--- src/rtl/btb_pkg.sv ---
// Shared types and helpers for the branch target buffer: counter encodings,
// sweep FSM states and the 2-bit saturating counter update.
package btb_pkg;

  localparam logic [1:0] CTR_WEAK_TAKEN = 2'b10;

  typedef enum logic {
    BTB_IDLE  = 1'b0,
    BTB_SWEEP = 1'b1
  } btb_state_e;

  // Taken counts up toward 3, not-taken counts down toward 0; never wraps.
  function automatic logic [1:0] ctr_update(input logic [1:0] ctr, input logic taken);
    logic [1:0] nxt;
    nxt = ctr;
    if (taken) begin
      if (ctr != 2'b11) nxt = ctr + 2'b01;
    end else begin
      if (ctr != 2'b00) nxt = ctr - 2'b01;
    end
    return nxt;
  endfunction

endpackage

--- src/rtl/btb_sweep_ctrl.sv ---
// Invalidation sweep sequencer: walks every BTB index once (DEPTH cycles),
// clearing one valid bit per cycle; a Flush during the sweep restarts it at 0.
module btb_sweep_ctrl
  import btb_pkg::*;
#(
  parameter int INDEX_BITS = 4
) (
  input  logic                  Clk,
  input  logic                  Rst_n,
  input  logic                  Flush,
  output logic                  Busy,
  output logic                  ClrEn,
  output logic [INDEX_BITS-1:0] ClrIdx
);

  btb_state_e            state_q;
  logic [INDEX_BITS-1:0] ptr_q;

  always_ff @(posedge Clk or negedge Rst_n) begin
    if (!Rst_n) begin
      state_q <= BTB_IDLE;
      ptr_q   <= '0;
    end else begin
      case (state_q)
        BTB_IDLE: begin
          if (Flush) begin
            state_q <= BTB_SWEEP;
            ptr_q   <= '0;
          end
        end
        BTB_SWEEP: begin
          if (Flush) begin
            ptr_q <= '0;
          end else if (&ptr_q) begin
            state_q <= BTB_IDLE;
            ptr_q   <= '0;
          end else begin
            ptr_q <= ptr_q + 1'b1;
          end
        end
        default: begin
          state_q <= BTB_IDLE;
          ptr_q   <= '0;
        end
      endcase
    end
  end

  assign Busy   = (state_q == BTB_SWEEP);
  assign ClrEn  = Busy;
  assign ClrIdx = ptr_q;

endmodule

--- src/rtl/branch_target_buffer.sv ---
// Direct-mapped BTB: zero-latency lookup of FetchPC, trained on the clock edge
// by execute; updates are dropped while a sweep is busy. Optional BTB_BYPASS_EN.
module branch_target_buffer
  import btb_pkg::*;
#(
  parameter int INDEX_BITS = 4
) (
  input  logic        Clk,
  input  logic        Rst_n,
  input  logic [31:0] FetchPC,
  output logic [31:0] SuperData,
  output logic        SuperSel,
  input  logic        UpdEn,
  input  logic [31:0] UpdPC,
  input  logic [31:0] UpdTarget,
  input  logic        UpdTaken,
  input  logic        Flush,
  output logic        Busy
);

  localparam int DEPTH    = 2 ** INDEX_BITS;
  localparam int TAG_BITS = 30 - INDEX_BITS;

  logic                valid_q [DEPTH];
  logic [1:0]          ctr_q   [DEPTH];
  logic [TAG_BITS-1:0] tag_q   [DEPTH];
  logic [31:0]         tgt_q   [DEPTH];

  logic                  clr_en;
  logic [INDEX_BITS-1:0] clr_idx;

  btb_sweep_ctrl #(
    .INDEX_BITS(INDEX_BITS)
  ) u_sweep (
    .Clk   (Clk),
    .Rst_n (Rst_n),
    .Flush (Flush),
    .Busy  (Busy),
    .ClrEn (clr_en),
    .ClrIdx(clr_idx)
  );

  logic [INDEX_BITS-1:0] fetch_idx, upd_idx;
  logic [TAG_BITS-1:0]   fetch_tag, upd_tag;
  logic                  unused_pc_lsbs;

  assign fetch_idx      = FetchPC[INDEX_BITS+1:2];
  assign fetch_tag      = FetchPC[31:INDEX_BITS+2];
  assign upd_idx        = UpdPC[INDEX_BITS+1:2];
  assign upd_tag        = UpdPC[31:INDEX_BITS+2];
  assign unused_pc_lsbs = ^{FetchPC[1:0], UpdPC[1:0]};

  logic       upd_act, upd_hit, upd_train, upd_alloc, upd_wr_tgt;
  logic [1:0] upd_ctr_d;

  assign upd_act    = UpdEn && !Busy;
  assign upd_hit    = valid_q[upd_idx] && (tag_q[upd_idx] == upd_tag);
  assign upd_train  = upd_act && upd_hit;
  assign upd_alloc  = upd_act && !upd_hit && UpdTaken;
  assign upd_wr_tgt = upd_alloc || (upd_train && UpdTaken);
  assign upd_ctr_d  = upd_hit ? ctr_update(ctr_q[upd_idx], UpdTaken) : CTR_WEAK_TAKEN;

  // Sweep clears and training never collide: training is suppressed while Busy.
  always_ff @(posedge Clk or negedge Rst_n) begin
    if (!Rst_n) begin
      for (int i = 0; i < DEPTH; i++) begin
        valid_q[i] <= 1'b0;
        ctr_q[i]   <= 2'b00;
      end
    end else begin
      if (clr_en) begin
        valid_q[clr_idx] <= 1'b0;
      end
      if (upd_train || upd_alloc) begin
        valid_q[upd_idx] <= 1'b1;
        ctr_q[upd_idx]   <= upd_ctr_d;
      end
    end
  end

  // Tag and target are only ever read qualified by valid, so they carry no reset.
  always_ff @(posedge Clk) begin
    if (upd_alloc) begin
      tag_q[upd_idx] <= upd_tag;
    end
    if (upd_wr_tgt) begin
      tgt_q[upd_idx] <= UpdTarget;
    end
  end

  logic        look_hit;
  logic [1:0]  look_ctr;
  logic [31:0] look_tgt;

`ifdef BTB_BYPASS_EN
  logic byp;

  // A miss + not-taken update leaves the entry untouched, so it needs no bypass.
  assign byp = upd_act && (upd_idx == fetch_idx) && (upd_tag == fetch_tag)
               && (upd_hit || UpdTaken);

  always_comb begin
    look_hit = valid_q[fetch_idx] && (tag_q[fetch_idx] == fetch_tag);
    look_ctr = ctr_q[fetch_idx];
    look_tgt = tgt_q[fetch_idx];
    if (byp) begin
      look_hit = 1'b1;
      look_ctr = upd_ctr_d;
      look_tgt = upd_wr_tgt ? UpdTarget : tgt_q[fetch_idx];
    end
  end
`else
  always_comb begin
    look_hit = valid_q[fetch_idx] && (tag_q[fetch_idx] == fetch_tag);
    look_ctr = ctr_q[fetch_idx];
    look_tgt = tgt_q[fetch_idx];
  end
`endif

  assign SuperSel  = look_hit && look_ctr[1] && !Busy;
  assign SuperData = look_hit ? look_tgt : 32'h0;

endmodule
--- config.mk ---
export PLATFORM = sky130hd
export DESIGN_NAME = branch_target_buffer
export DESIGN_NICKNAME = d
export VERILOG_FILES = /design/src/rtl/btb_pkg.sv /design/src/rtl/btb_sweep_ctrl.sv /design/src/rtl/branch_target_buffer.sv
export SDC_FILE = /design/constraint.sdc
export NUM_CORES = 1
export LEC_CHECK = 0
export CAP_MARGIN = 5
export CORE_MARGIN = 2
export CORE_UTILIZATION = 55
export DETAILED_ROUTE_END_ITERATION = 8
export GPL_TIMING_DRIVEN = 0
export PLACE_DENSITY = 0.73
export SETUP_SLACK_MARGIN = 0.5
export SLEW_MARGIN = 10
export SYNTH_ARGS = -nofsm -noshare
export SYNTH_HDL_FRONTEND = slang
export SYNTH_SLANG_ARGS = --single-unit
--- constraint.sdc ---
create_clock -name Clk -period 6.78 [get_ports Clk]
set_input_delay 1.017 -clock Clk [delete_from_list [all_inputs] [get_ports Clk]]
set_output_delay 1.017 -clock Clk [all_outputs]
set_load 0.02 [all_outputs]
== Yosys cells after proc, flatten, opt, wreduce, memory -nomap -nowiden ==
Memory sizes are Yosys's and may differ from the RTL's.
Index checks and enable logic that the tools add are counted.

* Memory bits (writable): 928
* Bits in registers: 53
* Memories: 2

{| class="wikitable"
|+ Memory list
! memory !! depth !! width !! rd ports !! clocked after Yosys merged registers in !! wr ports !! line !! RTL
|-
| tgt_q || 16 || 32 || 1 || 0 || 1 || branch_target_buffer.sv:27 || <nowiki>logic [31:0] tgt_q [DEPTH];</nowiki>
|-
| tag_q || 16 || 26 || 2 || 0 || 1 || branch_target_buffer.sv:26 || <nowiki>logic [TAG_BITS-1:0] tag_q [DEPTH];</nowiki>
|}

* Muxes and demuxes: 38
* Add/subtract/negate cells: 3
* Bitwise operators: 7
* Reduce and logical (&&, ||, !) cells: 17
* Eq/ne operators: 4
* Magnitude comparators: 5

{| class="wikitable"
|+ Operators with widths
! operator !! count
|-
| equality test 26 bit || 2
|-
| bitwise mux 32 bit || 1
|-
| two-way mux 16 bit || 2
|-
| two-way mux 32 bit || 1
|-
| two-way mux 2 bit || 9
|-
| AND 16 bit || 1
|-
| binary-select mux 2 bit (select 4 bit) || 2
|-
| inverter 16 bit || 1
|-
| OR 16 bit || 1
|-
| >= comparator 5 bit (second input constant) || 3
|-
| inverter 4 -> 5 bit || 3
|-
| two-way mux 1 bit || 13
|-
| two-way mux 4 bit || 3
|-
| logical AND 1 bit || 11
|-
| < comparator 5 x 1 -> 1 bit (second input constant) || 2
|-
| binary-select mux 1 bit (select 4 bit) || 2
|-
| demux 1 bit (select 4 bit) || 2
|-
| demux 2 bit (select 4 bit) || 1
|-
| case mux 4 bit (2 select lines) || 1
|-
| adder 4 x 1 -> 4 bit (second input constant) || 1
|-
| inequality test 2 bit (second input constant) || 2
|-
| AND reduction 4 bit || 1
|-
| adder 2 x 1 -> 2 bit (second input constant) || 1
|-
| logical NOT 1 bit || 2
|-
| other kinds (5) || 6
|}

== Longest topological paths before layout ==
Gate-level depths: netlist (run 1).

* Depth in word-level cells: 11
* Mapped depth: 14

== Cells and area by module ==
Synthesis (run 1) repeated with hierarchy kept, for this count alone.

* Cell total of the unflattened synthesis: 2152
* Area total of the unflattened synthesis: 42960.0 um^2

{| class="wikitable"
|+ Modules (own cells, without submodules)
! module !! instances !! sequential area each (um^2) !! cells each !! area each (um^2)
|-
| branch_target_buffer || 1 || 29067.9 || 2131 || 42701.0
|-
| btb_sweep_ctrl || 1 || 125.1 || 21 || 259.0
|}

== Least setup slack after synthesis (run 1) ==
No wires, ideal clock.

* Path type: input-to-reg
* Start: in UpdPC[5]
* End: mem tag_q[14][0] (netlist name) (enable)
* Slack: 0.324 ns
* Stages: 8
* Data arrival time: 6.044 ns
* Setup time: 0.412 ns
* Cells stage by stage: buf_2 > buf_2 > buf_2 > buf_2 > clkbuf_1 > nand2_1 > nor3_1 > nor2b_1

* Longest elaborated chain between the ends: 10
* Elaborated cells on any way between the ends: 12

{| class="wikitable"
|+ RTL lines
! element !! line !! RTL
|-
| start, declared || branch_target_buffer.sv:14 || <nowiki>input logic [31:0] UpdPC,</nowiki>
|-
| branches (longest 10 deep; another with memory read (16 x 26 bit)) || - ||
|-
| end, declared || branch_target_buffer.sv:26 ||
|}

Several ways; the timed one is not identified. The select of a mux whose other input is x is not followed.

== Final worst setup path (run 1) ==
* Start: in FetchPC[4]
* End: out SuperData[31]

* Longest elaborated chain between the ends: 6
* Elaborated cells on any way between the ends: 9

{| class="wikitable"
|+ RTL lines
! element !! line !! RTL
|-
| start, declared || branch_target_buffer.sv:10 || <nowiki>input logic [31:0] FetchPC,</nowiki>
|-
| branches (longest 5 deep; another with memory read (16 x 26 bit)) || - ||
|-
| two-way mux 32 bit * || branch_target_buffer.sv:121 || <nowiki>assign SuperData = look_hit ? look_tgt : 32'h0;</nowiki>
|-
| end, declared || branch_target_buffer.sv:11 || <nowiki>output logic [31:0] SuperData,</nowiki>
|}

Every way passes the cells marked *. The select of a mux whose other input is x is not followed.

==> results.md, run 1 <==
* CP Capture Type: output port
* H-tree Lvls at 3
* Initial core utilization at 0.558
* DRT Pass-1 Iters at 6
* Async S/R FF share, synth at 0.0540
* Multi-input logic area at 12,800 um^2
* Post-synthesis sequential area ratio at 0.687
* Routed WL per cell at 34.5 um
* Worst VDD drop at 301 uV
* Worst-path cell chain: clkbuf_2, clkbuf_2, mux4_2, mux4_2, xnor2_1, nand4_1, nor4_4, nand4_1, buf_4, buf_4, nor2b_1, clkdlybuf4s50_1
* RePlAce Congestion at 0.939
* P per Cell Area at 266 nW/um^2
* Pwr Total at 13.3 mW
* DP Area at 46,300 um^2
* Seq pwr share at 0.501
* Maxcap violations at 0
* Pint at 10.4 mW
* Worst path max stage delay at 0.67 ns
* CP Data Arrival Time at 5.26 ns
* Clock power frac at 0.431
* Remaining global-route overflow at 0
* Die H at 282 um
* Die Width at 282 um
* Comb pwr share at 0.068
* CTS Buffer Depth at 3
* Synth Register Bits at 981
* Io pins at 135
* Period utilization at 0.925
* DR vias at 23,900
* Mapped Nets at 2,172
* Slew at the pin closest to its max-slew limit at 1.34 ns
* Synth Area per Inst at 20.6 um^2
* Vias in the first global route at 24,300
* Switching Fraction at 0.220
* CTS Sinks at 981
* Psw at 2.93 mW
* CTS Root Cell: clkbuf_16
* Post-synth EDFFs at 928
* Number of remaining DRC errors at 0
* Worst clock skew at 0.0518 ns
* Clock buffer count from CTS at 101
* Slowest CP cell: clkdlybuf4s50_1
* Placed insts at 3,303
* Area delta synth->final at 17.6%
* Fin crit period at 6.27 ns
* Nets at 2,483
* Critical Path RT at 5.76 ns
* Post-route antenna net violation count at 0
* Row count at 101
* Critical path class: in2out
* Core area at 76,200 um^2
* Initial drt markers at 3,602
* Hold-fix buffers at CTS at 0
* Critical Path Source Type: primary input
* Distinct cells, synth at 65
* HP Class: in2async
* Clock latency on the worst-skew pair at 0.69 ns
* Tot GR Track Use at 0.310
* P_leak at 16.6 nW
* FF-to-FF setup slack at 2.17 ns
* Fin. max-slew vios at 0
* Largest net degree at the start of global routing at 34
* Clock transition at path regs at 0.06 ns
* Netlist Area Pre-Place at 42,500 um^2
* Antenna violations before repair at 6
* Relative slew slack at 0.106
* Die ar. at 79,500 um^2
* RSZ-0062 raised after global routing: false
* CTS tree: done
* Via-per-instance ratio at 6.84
* Crit path max fanout at 10
* DRT Wirelength at 121,000 um
* Dpl hpwl at 80,400 um
* Dpl ws at -1.63 ns
* # port buffers at 122
* FF+latch area at 29,200 um^2
* Max Fclk at 159 MHz
* Ys flop type: edfxtp_1
* Layout cells sized above 1 at 0.314
* Synth warnings at 0
* Slack of the critical path at 0.506 ns
* Fin. Hold Viols at 0
* Status: completed
* Final std cells w/o fill at 3,497
* Filler cell count at 4,985
* Final setup fails at 0
* Final Instance Area at 50,000 um^2
* Gate Count Post-Synth at 2,067
* First-pass GRT wire length at 172,000 um
## what timing repair did
action                                  4_1_cts  5_1_grt
endpoints found under the setup margin       33       26
gates resized for setup                      95        9
pin swaps                                     3        2
buffers inserted                              2        0
## layout make-up
| cell class | instances | area share |
|---|---|---|
| Antenna cell | 5 | 0.000250 |
| Buffer | 125 | 0.0153 |
| Clock buffer | 115 | 0.0516 |
| Clock inverter | 72 | 0.0176 |
| Inverter | 30 | 0.00225 |
| Multi-Input combinational cell | 931 | 0.257 |
| Sequential cell | 981 | 0.584 |
| Tap cell | 1030 | 0.0258 |
| Timing Repair Buffer | 208 | 0.0466 |
## worst max-delay path, delay by kind of cell
kind | cells | cell delay (ns)
buffers and inverters | 5 | 1.78
multiplexers | 2 | 0.83
XOR/XNOR | 1 | 0.36
AND/OR/NAND/NOR | 4 | 1.24
## worst paths after layout
| path | depth (start not counted) | start | end |
|---|---|---|---|
| worst max-delay path | 12 | FetchPC[4] | SuperData[31] |
| worst min-delay path | 1 | Rst_n | u_sweep.Busy |
| worst max register to register | 12 | tag_q[11][22] | tag_q[13][0] |
| worst min register to register | 1 | ctr_q[22] | ctr_q[22] |
| max in group asynchronous | 2 | Rst_n | ctr_q[24] |
| min in group Clk | 1 | ctr_q[22] | ctr_q[22] |
## cells in the mapped netlist, types with 4 or more instances
| library cell | instances | share of area |
|---|---|---|
| nand2_1 | 81 | 0.0072 |
| o21ai_0 | 12 | 0.0014 |
| and2_1 | 6 | 0.00088 |
| a21o_1 | 5 | 0.00088 |
| buf_4 | 13 | 0.0023 |
| o21bai_1 | 13 | 0.0023 |
| a21oi_1 | 5 | 0.00059 |
| a2bb2oi_1 | 7 | 0.0014 |
| o2bb2ai_1 | 14 | 0.0029 |
| a2bb2oi_2 | 7 | 0.0025 |
| buf_6 | 5 | 0.0013 |
| nor4_1 | 7 | 0.0010 |
| nor2_1 | 30 | 0.0027 |
| ha_1 | 4 | 0.0012 |
| buf_1 | 24 | 0.0021 |
| edfxtp_1 | 928 | 0.66 |
| nand3_1 | 13 | 0.0015 |
| nand4_1 | 11 | 0.0016 |
| buf_2 | 32 | 0.0038 |
| dfrtp_1 | 53 | 0.031 |
| mux4_2 | 378 | 0.20 |
| a2111oi_0 | 5 | 0.0010 |
| nor2b_1 | 41 | 0.0060 |
| nor3_1 | 20 | 0.0024 |
| clkbuf_1 | 51 | 0.0045 |
| inv_1 | 30 | 0.0027 |
| xor2_1 | 37 | 0.0076 |
| mux2i_1 | 117 | 0.028 |
| a31oi_1 | 4 | 0.00059 |
| a221oi_1 | 8 | 0.0016 |
| xnor2_1 | 25 | 0.0052 |
| a22oi_1 | 19 | 0.0034 |
| mux2_2 | 4 | 0.0011 |
| nand2b_1 | 5 | 0.00074 |
| a22o_1 | 12 | 0.0025 |
## sequential cells by signal (all words and copies together), names as in the netlist
| register | count |
|---|---|
| ctr_q | 32 |
| tag_q | 416 |
| tgt_q | 512 |
| u_sweep.Busy | 1 |
| u_sweep.ClrIdx | 4 |
| valid_q | 16 |
## cell usage in the layout, fill, tap and decap left out, drive strengths merged, types with 21 or more instances in the layout
cell type,synthesis,routed
clkinv,0,47
nor3,21,21
buf,74,147
xnor2,25,25
nand2,82,82
edfxtp,928,928
mux4,378,378
dfrtp,53,53
mux2i,117,117
nor2b,41,41
nor2,31,31
clkbuf,51,169
xor2,37,37
clkdlybuf4s50,0,113
inv,30,37
## power groups by stage
| stage | Sequential [mW] | Combinational [mW] | Clock, mW |
|---|---|---|---|
| floorplan | 6.78 | 0.516 | 0 |
| global placement | 6.79 | 0.863 | 0 |
| detailed placement | 6.79 | 0.887 | 0 |
| CTS | 6.66 | 0.898 | 5.78 |
| global route | 6.66 | 0.946 | 6.02 |
| finish | 6.66 | 0.905 | 5.73 |
## kinds of logic after synthesis
family,count (synthesis),share of synthesized area
XOR/XNOR,62,0.0128
adder cells (fa/ha/maj),6,0.00165
AO/OA/AOI/OAI,134,0.0258
buffers and inverters,155,0.0167
AND/OR/NAND/NOR,230,0.0270
flip-flops,981,0.687
multiplexers,499,0.229
## layer usage
| layer | track usage | vias to the layer above | share of wire | wire, um |
|---|---|---|---|---|
| li1 | - | 9373 | - | - |
| met1 | 0.413 | 12500 | 0.36 | 43200 |
| met2 | 0.498 | 1668 | 0.49 | 58800 |
| met3 | 0.0549 | 346 | 0.098 | 11800 |
| met4 | 0.160 | 6 | 0.057 | 6840 |
| met5 | 0 | - | 0.00033 | 40 |
## stage by stage
| stage | setup TNS (ns) | util | hold slack [ns] |
|---|---|---|---|
| detailed placement | -44.78 | 0.608 | 0.475 |
| floorplan | 0 | - | 0.451 |
| CTS | 0 | 0.656 | 0.331 |
| finish | 0 | 0.656 | 0.336 |
| global route | 0 | 0.656 | 0.365 |
| global placement | -1325.86 | 0.591 | 0.470 |
No activity file was read; power rests on OpenSTA's default activity.
==> run 2: changes to the inputs <==
- CORE_ASPECT_RATIO: default -> 1.5
==> run 2 against run 1 <==
Effect of this change:
- worst setup slack improved by 0.012 ns
- via count fell by 1.5%
- first-iteration DRC count fell by 13%
- clock skew fell by 0.0092 ns
- design area fell by 0.67%
- clock-buffer cell count fell by 1
- clock power fell by 3.8%
- final cell count fell by 1.4%
- largest cell class unchanged
- largest power group unchanged
==> results.md, run 2 (same netlist as run 1, synthesis figures left out) <==
* R2R Path End: tag_q[7][22]
* Relative slew slack at 0.189 (+0.0828)
* Antenna violations before repair at 8 (+2)
* Final Instance Area at 49,600 um^2 (-0.67%)
* CTS Buffer Depth at 3 (unchanged)
* Final hold slack at 0.272 ns (-0.0642 ns)
* Maxcap violations at 0 (unchanged)
* Seq pwr share at 0.509 (+0.008)
* P_leak at 16.4 nW (-0.73%)
* P per Cell Area at 264 nW/um^2 (-0.96%)
* Clock buffer count from CTS at 91 (-9.9%)
* Die ar. at 79,500 um^2 (about the same)
* Max Fclk at 160 MHz (+0.19%)
* RePlAce Congestion at 0.960 (+2.2%)
* Clock latency on the worst-skew pair at 0.70 ns (about the same)
* Multi-input logic area at 12,800 um^2 (about the same)
* Critical path class: in2out
* CTS Root Cell: clkbuf_16
* DRT Wirelength at 121,000 um (+0.57%)
* Fin crit period at 6.26 ns (-0.0119 ns)
* Initial core utilization at 0.557 (-0.000960)
* Crit path max fanout at 10 (unchanged)
* Area delta synth->final at 16.9%
* Worst VDD drop at 339 uV (+13%)
* CP Data Arrival Time at 5.25 ns (about the same)
* Routed WL per cell at 35.2 um (+2.0%)
* Die H at 344 um (+22%)
* Tot GR Track Use at 0.310 (-0.000598)
* Clock power frac at 0.421 (-0.010)
* H-tree Lvls at 3 (unchanged)
* Pint at 10.2 mW (-1.4%)
* Io pins at 135 (unchanged)
* Fin. max-slew vios at 0 (unchanged)
* CP Capture Type: output port
* Post-route antenna net violation count at 0 (unchanged)
* Most frequent cells in the layout: edfxtp_1 (928), mux4_2 (378), mux2i_1 (117), clkdlybuf4s50_1 (115), clkbuf_16 (95)
* R2r startpoint: tag_q[13][2]
* Worst clock skew at 0.0426 ns (-0.00919 ns)
* DP Area at 46,200 um^2 (-0.23%)
* Flip-flop count of the largest register after layout at 512 (unchanged)
* # port buffers at 122 (unchanged)
* Psw at 2.85 mW (-2.5%)
* Clock transition at path regs at 0.06 ns (about the same)
* Commonest non-fill, non-tap cell in the layout: edfxtp_1
* CTS tree: done
* Layout cells sized above 1 at 0.306 (-0.00827)
* FF-to-FF setup slack at 1.95 ns (-0.22 ns)
* Core area at 76,300 um^2 (+0.17%)
* Filler cell count at 5,020 (+0.70%)
* DR vias at 23,500 (-1.5%)
* First-pass GRT wire length at 172,000 um (about the same)
* Period utilization at 0.924 (-0.00176)
* Slew at the pin closest to its max-slew limit at 1.22 ns (-0.124 ns)
* Status: completed
* HP Class: in2async
* Critical Path RT at 5.76 ns (about the same)
* Critical Path Source Type: primary input
* Vias in the first global route at 24,400 (+0.29%)
* FF+latch area at 29,200 um^2 (unchanged)
* Row count at 124 (+23%)
* Initial drt markers at 3,144 (-13%)
* DRT Pass-1 Iters at 5 (-1)
* Fin. Hold Viols at 0 (unchanged)
* Comb pwr share at 0.070 (+0.002)
* RSZ-0062 raised after global routing: true
* Largest Register: tgt_q
* Via-per-instance ratio at 6.83 (-0.14%)
* Number of remaining DRC errors at 0 (unchanged)
* Remaining global-route overflow at 0 (unchanged)
* Leading registers by flop count: tgt_q x512, tag_q x416, ctr_q x32
* Final setup fails at 0 (unchanged)
* Switching Fraction at 0.218 (-0.00196)
* Die Width at 231 um (-18%)
* Nets at 2,466 (-0.68%)
* Dpl hpwl at 83,200 um (+3.5%)
* CTS Sinks at 981 (unchanged)
* Path depth of the worst reg2reg path at 13 (+1)
* Largest net degree at the start of global routing at 38 (+12%)
==> run 2: area by class of cell <==
cell class                 count  share of cell area
sequential                   981               0.588
multi-input combinational    931               0.258
clock buffer                 114              0.0493
timing repair buffer         201              0.0455
tap                         1008              0.0254
buffer                       125              0.0158
clock inverter                55              0.0152
inverter                      30             0.00227
antenna                        4            0.000202
==> run 2: worst max path at each step <==
| stage | endpoint | start | slack (ns) | cells past startpoint |
|---|---|---|---|---|
| global placement | tag_q[6][5] | UpdPC[3] | -4.84 | 7 |
| CTS | SuperSel | FetchPC[2] | 0.48 | 12 |
| detailed placement | SuperData[28] | FetchPC[4] | -1.35 | 10 |
| finish | SuperData[25] | FetchPC[3] | 0.52 | 12 |
| floorplan | tag_q[6][0] | UpdPC[3] | 0.78 | 7 |
| global route | SuperData[29] | FetchPC[2] | 0.46 | 13 |
==> run 2: routing by layer <==
| metal | wire (um) | share of wire | global-route usage |
|---|---|---|---|
| met1 | 40700 | 0.34 | 0.370 |
| met2 | 62200 | 0.51 | 0.529 |
| met3 | 10600 | 0.087 | 0.0592 |
| met4 | 7880 | 0.065 | 0.181 |
| met5 | 62 | 0.00051 | 0 |
==> run 2: metrics by stage <==
stage	power (mW)	setup slack [ns]	utilization	setup TNS, ns	instances
final	13.1	0.518	0.650	0	3449
after global routing	13.4	0.461	0.650	0	3447
after CTS	13.1	0.482	0.650	0	3445
after detailed placement	7.68	-1.35	0.605	-37.31	3275
after global placement	7.66	-4.84	0.589	-1293.90	3197
after floorplan	7.30	0.781	-	0	2067
==> run 2: power groups by stage <==
stage / clock [mW] / sequential, mW / combinational [mW]
after floorplan: 0 / 6.78 / 0.516
after global placement: 0 / 6.79 / 0.869
after detailed placement: 0 / 6.79 / 0.891
after CTS: 5.55 / 6.66 / 0.905
after global routing: 5.78 / 6.66 / 0.948
final: 5.51 / 6.66 / 0.913
==> run 2: what timing repair did <==
item                                    in CTS  in global routing
endpoints found under the hold margin        0                  0
endpoints found under the setup margin      33                 29
buffers inserted                             1                  0
gates resized for setup                     92                 16
hold buffers                                 0                  0
pin swaps                                    2                  1
==> run 2: critical path: stages <==
cell	delay, ns
clkbuf_1	0.30
clkbuf_4	0.37
mux4_2	0.34
mux4_2	0.60
xnor2_1	0.18
nand4_1	0.39
nor4_4	0.54
nand4_1	0.13
buf_4	0.22
buf_2	0.25
nor2b_1	0.23
clkdlybuf4s50_1	0.64
